## config.mk

```make
export PLATFORM = sky130hd
export DESIGN_NAME = slot_round_controller
export DESIGN_NICKNAME = d
export VERILOG_FILES = /design/src/rtl/slot_round_controller.sv
export SDC_FILE = /design/constraint.sdc
export NUM_CORES = 1
export LEC_CHECK = 0
export CORE_UTILIZATION = 63
export DETAILED_ROUTE_END_ITERATION = 6
export DONT_BUFFER_PORTS = 1
export PLACE_DENSITY = 0.79
export REMOVE_ABC_BUFFERS = 1
export SETUP_SLACK_MARGIN = 0.1
export SYNTH_ARGS = -nofsm -noshare
export SYNTH_HDL_FRONTEND = slang
export SYNTH_SLANG_ARGS = --single-unit
export TNS_END_PERCENT = 30
```

## constraint.sdc

```tcl
create_clock -name clk -period 2.75 [get_ports clk]
set_input_delay 0.1375 -clock clk [delete_from_list [all_inputs] [get_ports clk]]
set_output_delay 0.1375 -clock clk [all_outputs]
set_load 0.01 [all_outputs]
```

## src/rtl/slot_round_controller.sv

```systemverilog
// slot_round_controller
//
// Sequences one play round of the slot game. A rising edge on spin_btn in IDLE
// starts all reels, which run for SPIN_TICKS ticks. They are then stopped one at a
// time, reel 0 first, every STOP_GAP_TICKS ticks. After the last reel stops, two
// settle cycles cover the win checker latency. On a win, buzz_en is held for
// BUZZ_TICKS ticks. Every round ends with a one-cycle stop pulse on the first
// IDLE cycle. A tick is one cycle in every TICK_DIV cycles of the internal
// prescaler.
//
// Ports:
//   clk        in   system clock
//   reset      in   asynchronous reset, active high
//   spin_btn   in   debounced, synchronised spin request (level)
//   win        in   win checker result (registered in the checker)
//   reel_run   out  per-reel run enable, 1 = spinning
//   stop       out  one-cycle clear pulse to the win checker at round end
//   buzz_en    out  buzzer enable
//   busy       out  high whenever the controller is not idle
//   win_count  out  wins since reset, saturating at 255

module slot_round_controller #(
  parameter int unsigned NUM_REELS      = 8,
  parameter int unsigned TICK_DIV       = 50000,
  parameter int unsigned SPIN_TICKS     = 200,
  parameter int unsigned STOP_GAP_TICKS = 50,
  parameter int unsigned BUZZ_TICKS     = 500
) (
  input  logic                 clk,
  input  logic                 reset,
  input  logic                 spin_btn,
  input  logic                 win,
  output logic [NUM_REELS-1:0] reel_run,
  output logic                 stop,
  output logic                 buzz_en,
  output logic                 busy,
  output logic [7:0]           win_count
);

  localparam int unsigned PresW    = (TICK_DIV > 1) ? $clog2(TICK_DIV) : 1;
  localparam int unsigned MaxSpGap = (SPIN_TICKS > STOP_GAP_TICKS) ? SPIN_TICKS
                                                                   : STOP_GAP_TICKS;
  localparam int unsigned MaxTicks = (MaxSpGap > BUZZ_TICKS) ? MaxSpGap : BUZZ_TICKS;
  localparam int unsigned CntW     = $clog2(MaxTicks + 1);
  localparam int unsigned IdxW     = (NUM_REELS > 1) ? $clog2(NUM_REELS) : 1;

  typedef enum logic [2:0] {
    StIdle,
    StSpin,
    StStopping,
    StSettle,
    StWin
  } state_e;

  // State and datapath registers
  state_e               r_state;
  logic [CntW-1:0]      r_cnt;
  logic [IdxW-1:0]      r_idx;
  logic [PresW-1:0]     r_presc;
  logic [7:0]           r_win_count;
  logic                 r_spin_btn_q;
  logic [NUM_REELS-1:0] r_reel_run;
  logic                 r_stop;
  logic                 r_buzz_en;

  // Next-state values
  state_e               w_state_next;
  logic [CntW-1:0]      w_cnt_next;
  logic [IdxW-1:0]      w_idx_next;
  logic [PresW-1:0]     w_presc_next;
  logic [7:0]           w_win_count_next;
  logic [NUM_REELS-1:0] w_reel_run_next;
  logic                 w_stop_next;
  logic                 w_buzz_en_next;

  // Decoded events
  logic                 w_start;
  logic                 w_tick;
  logic                 w_cnt_last;
  logic                 w_settle_done;
  logic                 w_last_reel;
  logic [PresW-1:0]     w_presc_inc;

  assign w_start       = (r_state == StIdle) && spin_btn && !r_spin_btn_q;
  assign w_tick        = (r_presc == PresW'(TICK_DIV - 1));
  // The tick that takes the counter from 1 to 0 ends the current phase.
  assign w_cnt_last    = (r_cnt == CntW'(1));
  assign w_settle_done = (r_cnt == '0);
  assign w_last_reel   = (r_idx == IdxW'(NUM_REELS - 1));
  assign w_presc_inc   = w_tick ? '0 : (r_presc + PresW'(1));

  // ---------------------------------------------------------------------------
  // State register (also holds the datapath registers and registered outputs)
  // ---------------------------------------------------------------------------
  always_ff @(posedge clk or posedge reset) begin
    if (reset) begin
      r_state      <= StIdle;
      r_cnt        <= '0;
      r_idx        <= '0;
      r_presc      <= '0;
      r_win_count  <= '0;
      r_spin_btn_q <= 1'b0;
      r_reel_run   <= '0;
      r_stop       <= 1'b0;
      r_buzz_en    <= 1'b0;
    end else begin
      r_state      <= w_state_next;
      r_cnt        <= w_cnt_next;
      r_idx        <= w_idx_next;
      r_presc      <= w_presc_next;
      r_win_count  <= w_win_count_next;
      r_spin_btn_q <= spin_btn;
      r_reel_run   <= w_reel_run_next;
      r_stop       <= w_stop_next;
      r_buzz_en    <= w_buzz_en_next;
    end
  end

  // ---------------------------------------------------------------------------
  // Next-state logic
  // ---------------------------------------------------------------------------
  always_comb begin
    w_state_next     = r_state;
    w_cnt_next       = r_cnt;
    w_idx_next       = r_idx;
    w_presc_next     = r_presc;
    w_win_count_next = r_win_count;

    unique case (r_state)
      StIdle: begin
        // Prescaler frozen at 0 so the first spin tick lands TICK_DIV cycles in.
        w_presc_next = '0;
        if (w_start) begin
          w_state_next = StSpin;
          w_cnt_next   = CntW'(SPIN_TICKS);
          w_idx_next   = '0;
        end
      end

      StSpin: begin
        w_presc_next = w_presc_inc;
        if (w_tick) begin
          if (w_cnt_last) begin
            w_state_next = StStopping;
            w_cnt_next   = CntW'(STOP_GAP_TICKS);
            w_idx_next   = '0;
          end else begin
            w_cnt_next = r_cnt - CntW'(1);
          end
        end
      end

      StStopping: begin
        w_presc_next = w_presc_inc;
        if (w_tick) begin
          if (w_cnt_last) begin
            if (w_last_reel) begin
              // Two settle cycles: counter runs 1, 0 and the decision is taken at 0.
              w_state_next = StSettle;
              w_cnt_next   = CntW'(1);
            end else begin
              w_idx_next = r_idx + IdxW'(1);
              w_cnt_next = CntW'(STOP_GAP_TICKS);
            end
          end else begin
            w_cnt_next = r_cnt - CntW'(1);
          end
        end
      end

      StSettle: begin
        // Restart the prescaler so the buzz window is exactly BUZZ_TICKS ticks.
        w_presc_next = '0;
        if (w_settle_done) begin
          if (win) begin
            w_state_next = StWin;
            w_cnt_next   = CntW'(BUZZ_TICKS);
            if (r_win_count != 8'hFF) begin
              w_win_count_next = r_win_count + 8'd1;
            end
          end else begin
            w_state_next = StIdle;
          end
        end else begin
          w_cnt_next = r_cnt - CntW'(1);
        end
      end

      StWin: begin
        w_presc_next = w_presc_inc;
        if (w_tick) begin
          if (w_cnt_last) begin
            w_state_next = StIdle;
            w_cnt_next   = '0;
          end else begin
            w_cnt_next = r_cnt - CntW'(1);
          end
        end
      end

      default: begin
        w_state_next = StIdle;
        w_presc_next = '0;
      end
    endcase
  end

  // ---------------------------------------------------------------------------
  // Output logic (next values of the registered outputs)
  // ---------------------------------------------------------------------------
  always_comb begin
    w_reel_run_next = r_reel_run;
    w_stop_next     = 1'b0;
    w_buzz_en_next  = r_buzz_en;

    unique case (r_state)
      StIdle: begin
        if (w_start) begin
          w_reel_run_next = '1;
        end
      end

      StSpin: begin
      end

      StStopping: begin
        if (w_tick && w_cnt_last) begin
          w_reel_run_next[r_idx] = 1'b0;
        end
      end

      StSettle: begin
        if (w_settle_done) begin
          if (win) begin
            w_buzz_en_next = 1'b1;
          end else begin
            w_stop_next = 1'b1;
          end
        end
      end

      StWin: begin
        if (w_tick && w_cnt_last) begin
          w_buzz_en_next = 1'b0;
          w_stop_next    = 1'b1;
        end
      end

      default: begin
        w_reel_run_next = '0;
        w_buzz_en_next  = 1'b0;
      end
    endcase
  end

  assign reel_run  = r_reel_run;
  assign stop      = r_stop;
  assign buzz_en   = r_buzz_en;
  assign busy      = (r_state != StIdle);
  assign win_count = r_win_count;

endmodule

```

---- After elaboration in Yosys (flattened, before gate mapping) ----
Index checks and enable logic that the tools add are counted.
storage, ports and cells
  bits in registers ....................... 50
  memories kept ........................... 0
  input bits .............................. 4
  bits in writable memories ............... 0
  logic and storage cells ................. 102
  latch bits .............................. 0
  bits in read-only memories .............. 0
operators by class
  order comparisons ....................... 2
  multipliers ............................. 0
  shift-type cells ........................ 0
  eq/ne operators ......................... 22
  muxes and demuxes ....................... 42
  add/subtract/negate cells ............... 4
  div/mod/pow operators ................... 0
  bitwise logic cells ..................... 4
  reduce and logical (&&, ||, !) cells .... 19
operators by type and width
  kind                                                 count
  two-way mux 9 bit                                    9
  case mux 9 bit (5 select lines)                      1
  two-way mux 3 bit                                    14
  two-way mux 16 bit                                   2
  inequality test 2 bit, second input constant         13
  case mux 8 bit (3 select lines)                      1
  adder 16 x 1 -> 16 bit, second input constant        1
  equality test 16 bit, second input constant          1
  two-way mux 8 bit                                    2
  case mux 3 bit (5 select lines)                      1
  equality test 9 x 1 -> 1 bit, second input constant  1
  zero test 9 bit                                      1
  case mux 3 bit (3 select lines)                      1
  AND reduction 9 bit                                  1
  OR reduction 3 bit                                   3
  subtractor 9 x 1 -> 9 bit, second input constant     1
  adder 8 x 1 -> 8 bit, second input constant          1
  AND 8 bit                                            1
  inequality test 8 bit, second input constant         1
  NOT 8 bit                                            1
  AND reduction 4 bit                                  2
  two-way mux 1 bit                                    7
  AND reduction 7 bit                                  1
  equality test 3 x 2 -> 1 bit, second input constant  2
  other kinds (18)                                     24

---- Depth between registers and ports, before layout ----
  depth in word-level cells ............... 8
  gate-level depth with buffers ........... 9
  depth with buffers taken out ............ 7

---- Least setup slack after synthesis ----
Ideal clock, no wire load.
  path type ............................... register -> register
  from .................................... register r_cnt[1]
  to ...................................... register r_idx[0]
  setup slack ............................. 552 ps
  library setup time ...................... 118 ps
  period minus slack after synthesis ...... 2198 ps
  data arrival time ....................... 2080 ps
  cell stages (with the launch flop) ...... 8
  data required time ...................... 2632 ps
  cell sequence ........................... dfrtp_1 inv_1 ha_1 or4b_2 nor2_2 and3_1 o31ai_2 a21o_1
on the way
  longest elaborated chain between the ends .. 3
  elaborated cells on any way between the ends .. 4
RTL lines
  element                            RTL line  source
  start, declared                    57        logic [CntW-1:0] r_cnt;
  start signal, assigned             108       r_cnt <= w_cnt_next;
  equality test 9 x 1 -> 1 bit (*)   87        assign w_cnt_last = (r_cnt == CntW'(1));
  inequality test 2 bit (no line)    -
  AND reduction 7 bit (no line) (*)  -
  end signal, assigned               109       r_idx <= w_idx_next;
  end, declared                      58        logic [IdxW-1:0] r_idx;
Mark *: on every way between the ends. The rest lies on a longest branch, timed or not.
A chain may end at the register's enable or synchronous reset.

---- Worst setup path after layout ----
  from .................................... register r_cnt[0]
  to ...................................... register r_cnt[5]
on the way
  longest elaborated chain between the ends .. 4
  elaborated cells on any way between the ends .. 13
RTL lines
  element                                                                           RTL line       source
  subtractor 9 x 1 -> 9 bit / equality test 9 x 1 -> 1 bit (equally long branches)  -
  two-way mux 9 bit, on equally long branches                                       192, 143, 156
  two-way mux 9 bit, on equally long branches                                       191, 142, 155
  case mux 9 bit (5 select lines)                                                   129            unique case (r_state)
Parallel ways exist; a longest one is shown, timed or not. The select of a mux whose other input is x is not followed.

==> flow_summary_export.csv <==
group,metric,value,unit
run_status,status,"finished clean",
drt,antenna_left,0,
worst_setup_path,crit_path_cell_trace,"inv_1, ha_1, or4b_1, o31ai_1, o21ai_2, o21ai_0, nand3_1",
drt,vias,2277,
placement,gp_congestion,0.9494,
finish,final_common_cell,"dfrtp_1",
cts,htree_levels,2,
finish,drive_above_1_share,11.80,%
placement,preCtsSetupSlack,0.2741,ns
logic_synthesis,synth_edf_count,0,
global_route,grtUsageTotal,25.73,%
cts,path_clk_slew,0.09,ns
worst_setup_path,critPathLaunchType,"flip-flop",
global_route,grt_max_degree,51,
sta,slew_viol_final,0,
placement,io_buffer_count,0,
logic_synthesis,postSynthAreaPerCell,9.492,sq um
finish,final_nets,315,
finish,fill_cells,342,
power,combPwrFrac,44.6,%
worst_setup_path,cpPeakStageDelay,0.54,ns
finish,fin_area,3030,sq um
drt,dr.pass1.iters,4,
die,start_util,65.83,%
die,die_area,4824,sq um
global_route,grt_pass1_vias,2106,
sta,hold_violations,0,
power,switchingPower,1177,uW
sta,rsz0062_at_grt,"no",
die,ioPinCount,23,
die,fp.coreArea,4354,sq um
logic_synthesis,synthCells,302,
finish,diodes,0,
power,total_leakage_power,0.001286,uW
finish,final_cell_mix,"dfrtp_1, nor2_1, nand2_1",
power,power_frac_clock,15.5,%
worst_setup_path,crit_family,"compound AO/OA/AOI/OAI gates",
drt,routed_wl,5.872,mm
drt,first_iter_violations,219,
cts,cts_tree,"done",
sta,skew,0.004937,ns
placement,place_hpwl,4.174,mm
job,maxCapViolations,0,
sta,tightest_slew,1.016,ns
sta,fmax,401.6,MHz
power,power_switching_share,43.51,%
logic_synthesis,ys_types,60,
die,die_w,69.46,um
drt,avgViaCountPerCell,6.378,
cts,root_buffer,"clkbuf_8",
logic_synthesis,seq_area_frac_synth,43.65,%
logic_synthesis,ys.flop_type,"dfrtp_1",
worst_setup_path,crit_path_end_kind,"flip-flop",
power,ir_drop,0.7867,mV
worst_setup_path,crit_required,2.93,ns
cts,worstSkewPairLatency,0.30,ns
logic_synthesis,synth_area,2866,sq um
worst_setup_path,crit_buf_inv,1,
cts,cts_buffers,5,
power,p_per_area,892.4,nW/um^2
sta,tns,0,ns
cts,clockBufferDepth,2,
hold_path,hp-class,"input port to flip-flop",
global_route,antenna_found_initial,0,
logic_synthesis,synth-seq-cells,50,
worst_setup_path,worst_path_max_delay_cell,"or4b_1",
logic_synthesis,yosysWarnings,0,
global_route,grt-ovfl-total,0,
worst_setup_path,path_max_fanout,8,
drt,wl_per_cell,16.45,um
die,fp.dieH,69.46,um
worst_setup_path,critPathKind,"flip-flop to flip-flop",
cts,post_cts_buffers,0,
placement,placed_area,2928,sq um
finish,synthToLayoutAreaGrowth,5.718,%
sta,fin_crit,2.490,ns
power,seqPwrFrac,39.9,%
power,p_int,1528,uW
logic_synthesis,synthArstFlopShare,100.0,%
sta,fin_crit_sh,90.55,%
sta,finalSetupViolCount,0,
global_route,grt_pass1_wl,10.02,mm
sta,max-slew-margin-rel,32.20,%
die,rows,24,
worst_setup_path,critPathArrivalTime,2.68,ns
cts,clock-sinks,50,
sta,worst_slack,0.2599,ns
drt,drc,0,
metrics by stage:
stage,instances,util [%],power (uW),hold WS (ns)
after floorplan,290,-,1957,0.1689
after global placement,348,67.24,2257,0.1690
after detailed placement,348,67.24,2277,0.1690
after CTS,357,69.60,2696,0.01050
after global routing,357,69.60,2881,0.01169
final,357,69.60,2704,0.01184
sequential cells by signal, indices dropped and copies added, names as in the netlist:
signal / cells
buzz_en: 1
reel_run: 8
win_count: 8
r_cnt: 9
r_spin_btn_q: 1
r_idx: 3
r_state: 3
stop: 1
r_presc: 16
layer usage:
| metal | vias to the layer above | track usage, % | share of wire [%] |
|---|---|---|---|
| met5 | - | 0 | 0 |
| met4 | 0 | 9.977 | 1.7 |
| met3 | 14 | 4.506 | 5.4 |
| met2 | 81 | 36.79 | 44 |
| met1 | 1075 | 38.92 | 48 |
| li1 | 1107 | - | - |
timing repair:
item | CTS | global route
resized for setup | 0 | 1
hold buffers | 2 | 0
setup endpoints to repair | 0 | 8
hold endpoints to repair | 51 | 0
power by group through the flow:
stage	Sequential (uW)	Combinational [uW]	Clock [uW]
final	1080	1210	418
after global routing	1100	1330	445
after CTS	1080	1190	423
after detailed placement	1090	1190	0
after global placement	1090	1170	0
after floorplan	1070	885	0
final cells by class:
cell class	instances	area (sq um)	area share (%)
Timing Repair Buffer	8	65.06	2.147
Clock buffer	5	68.82	2.271
Inverter	13	48.80	1.610
Multi-Input combinational cell	227	1518	50.08
Sequential cell	50	1251	41.29
Tap cell	52	65.06	2.147
Clock inverter	2	13.76	0.4542
final timing paths:
| check | cells after the start | startpoint | slack [ns] | to |
|---|---|---|---|---|
| worst max-delay path | 7 | r_cnt[0] | 0.26 | r_cnt[5] |
| worst min-delay path | 2 | win | 0.01 | stop |
| worst max register to register | 7 | r_cnt[0] | 0.26 | r_cnt[5] |
| worst min register to register | 1 | r_presc[0] | 0.45 | r_presc[0] |
| max in group asynchronous | 2 | reset | 1.59 | r_idx[1] |
| min in group asynchronous | 2 | reset | 0.53 | r_presc[7] |
cell families (layout without fill, tap and decap cells):
kind of cell | count (synthesis) | in the layout | synth area share, %
compound gates | 70 | 70 | 17.72
mux | 6 | 6 | 2.182
xor+xnor | 21 | 21 | 6.417
buf+inv | 25 | 28 | 3.405
flops | 50 | 50 | 43.65
simple gates | 124 | 124 | 24.01
fa+ha+maj | 6 | 6 | 2.619
worst reg2reg max path: stages (launching register included):
cell and delay, ns:
dfrtp_1 0.42, inv_1 0.13, ha_1 0.32, or4b_1 0.54, o31ai_1 0.44, o21ai_2 0.23
o21ai_0 0.18, nand3_1 0.11
synthesized netlist by cell type (all sizes together) (4+ instances only):
| library cell | n | share of area (%) |
|---|---|---|
| xor2 | 8 | 2.4 |
| or3b | 4 | 1.2 |
| dfrtp | 50 | 44 |
| clkbuf | 8 | 1.0 |
| a31oi | 5 | 1.1 |
| nor2 | 33 | 4.4 |
| or4b | 4 | 1.4 |
| xnor2 | 13 | 4.0 |
| nand2 | 26 | 3.4 |
| nand3 | 11 | 1.9 |
| nand4 | 10 | 2.2 |
| and3 | 7 | 1.5 |
| o21ai | 19 | 3.6 |
| nor4 | 6 | 2.1 |
| inv | 13 | 1.7 |
| o31ai | 4 | 1.2 |
| ha | 6 | 2.6 |
| buf | 4 | 0.65 |
| mux2i | 4 | 1.4 |
| a21oi | 13 | 2.3 |
| o211ai | 4 | 1.2 |
Note: power is estimated with default switching activity, not from simulation.
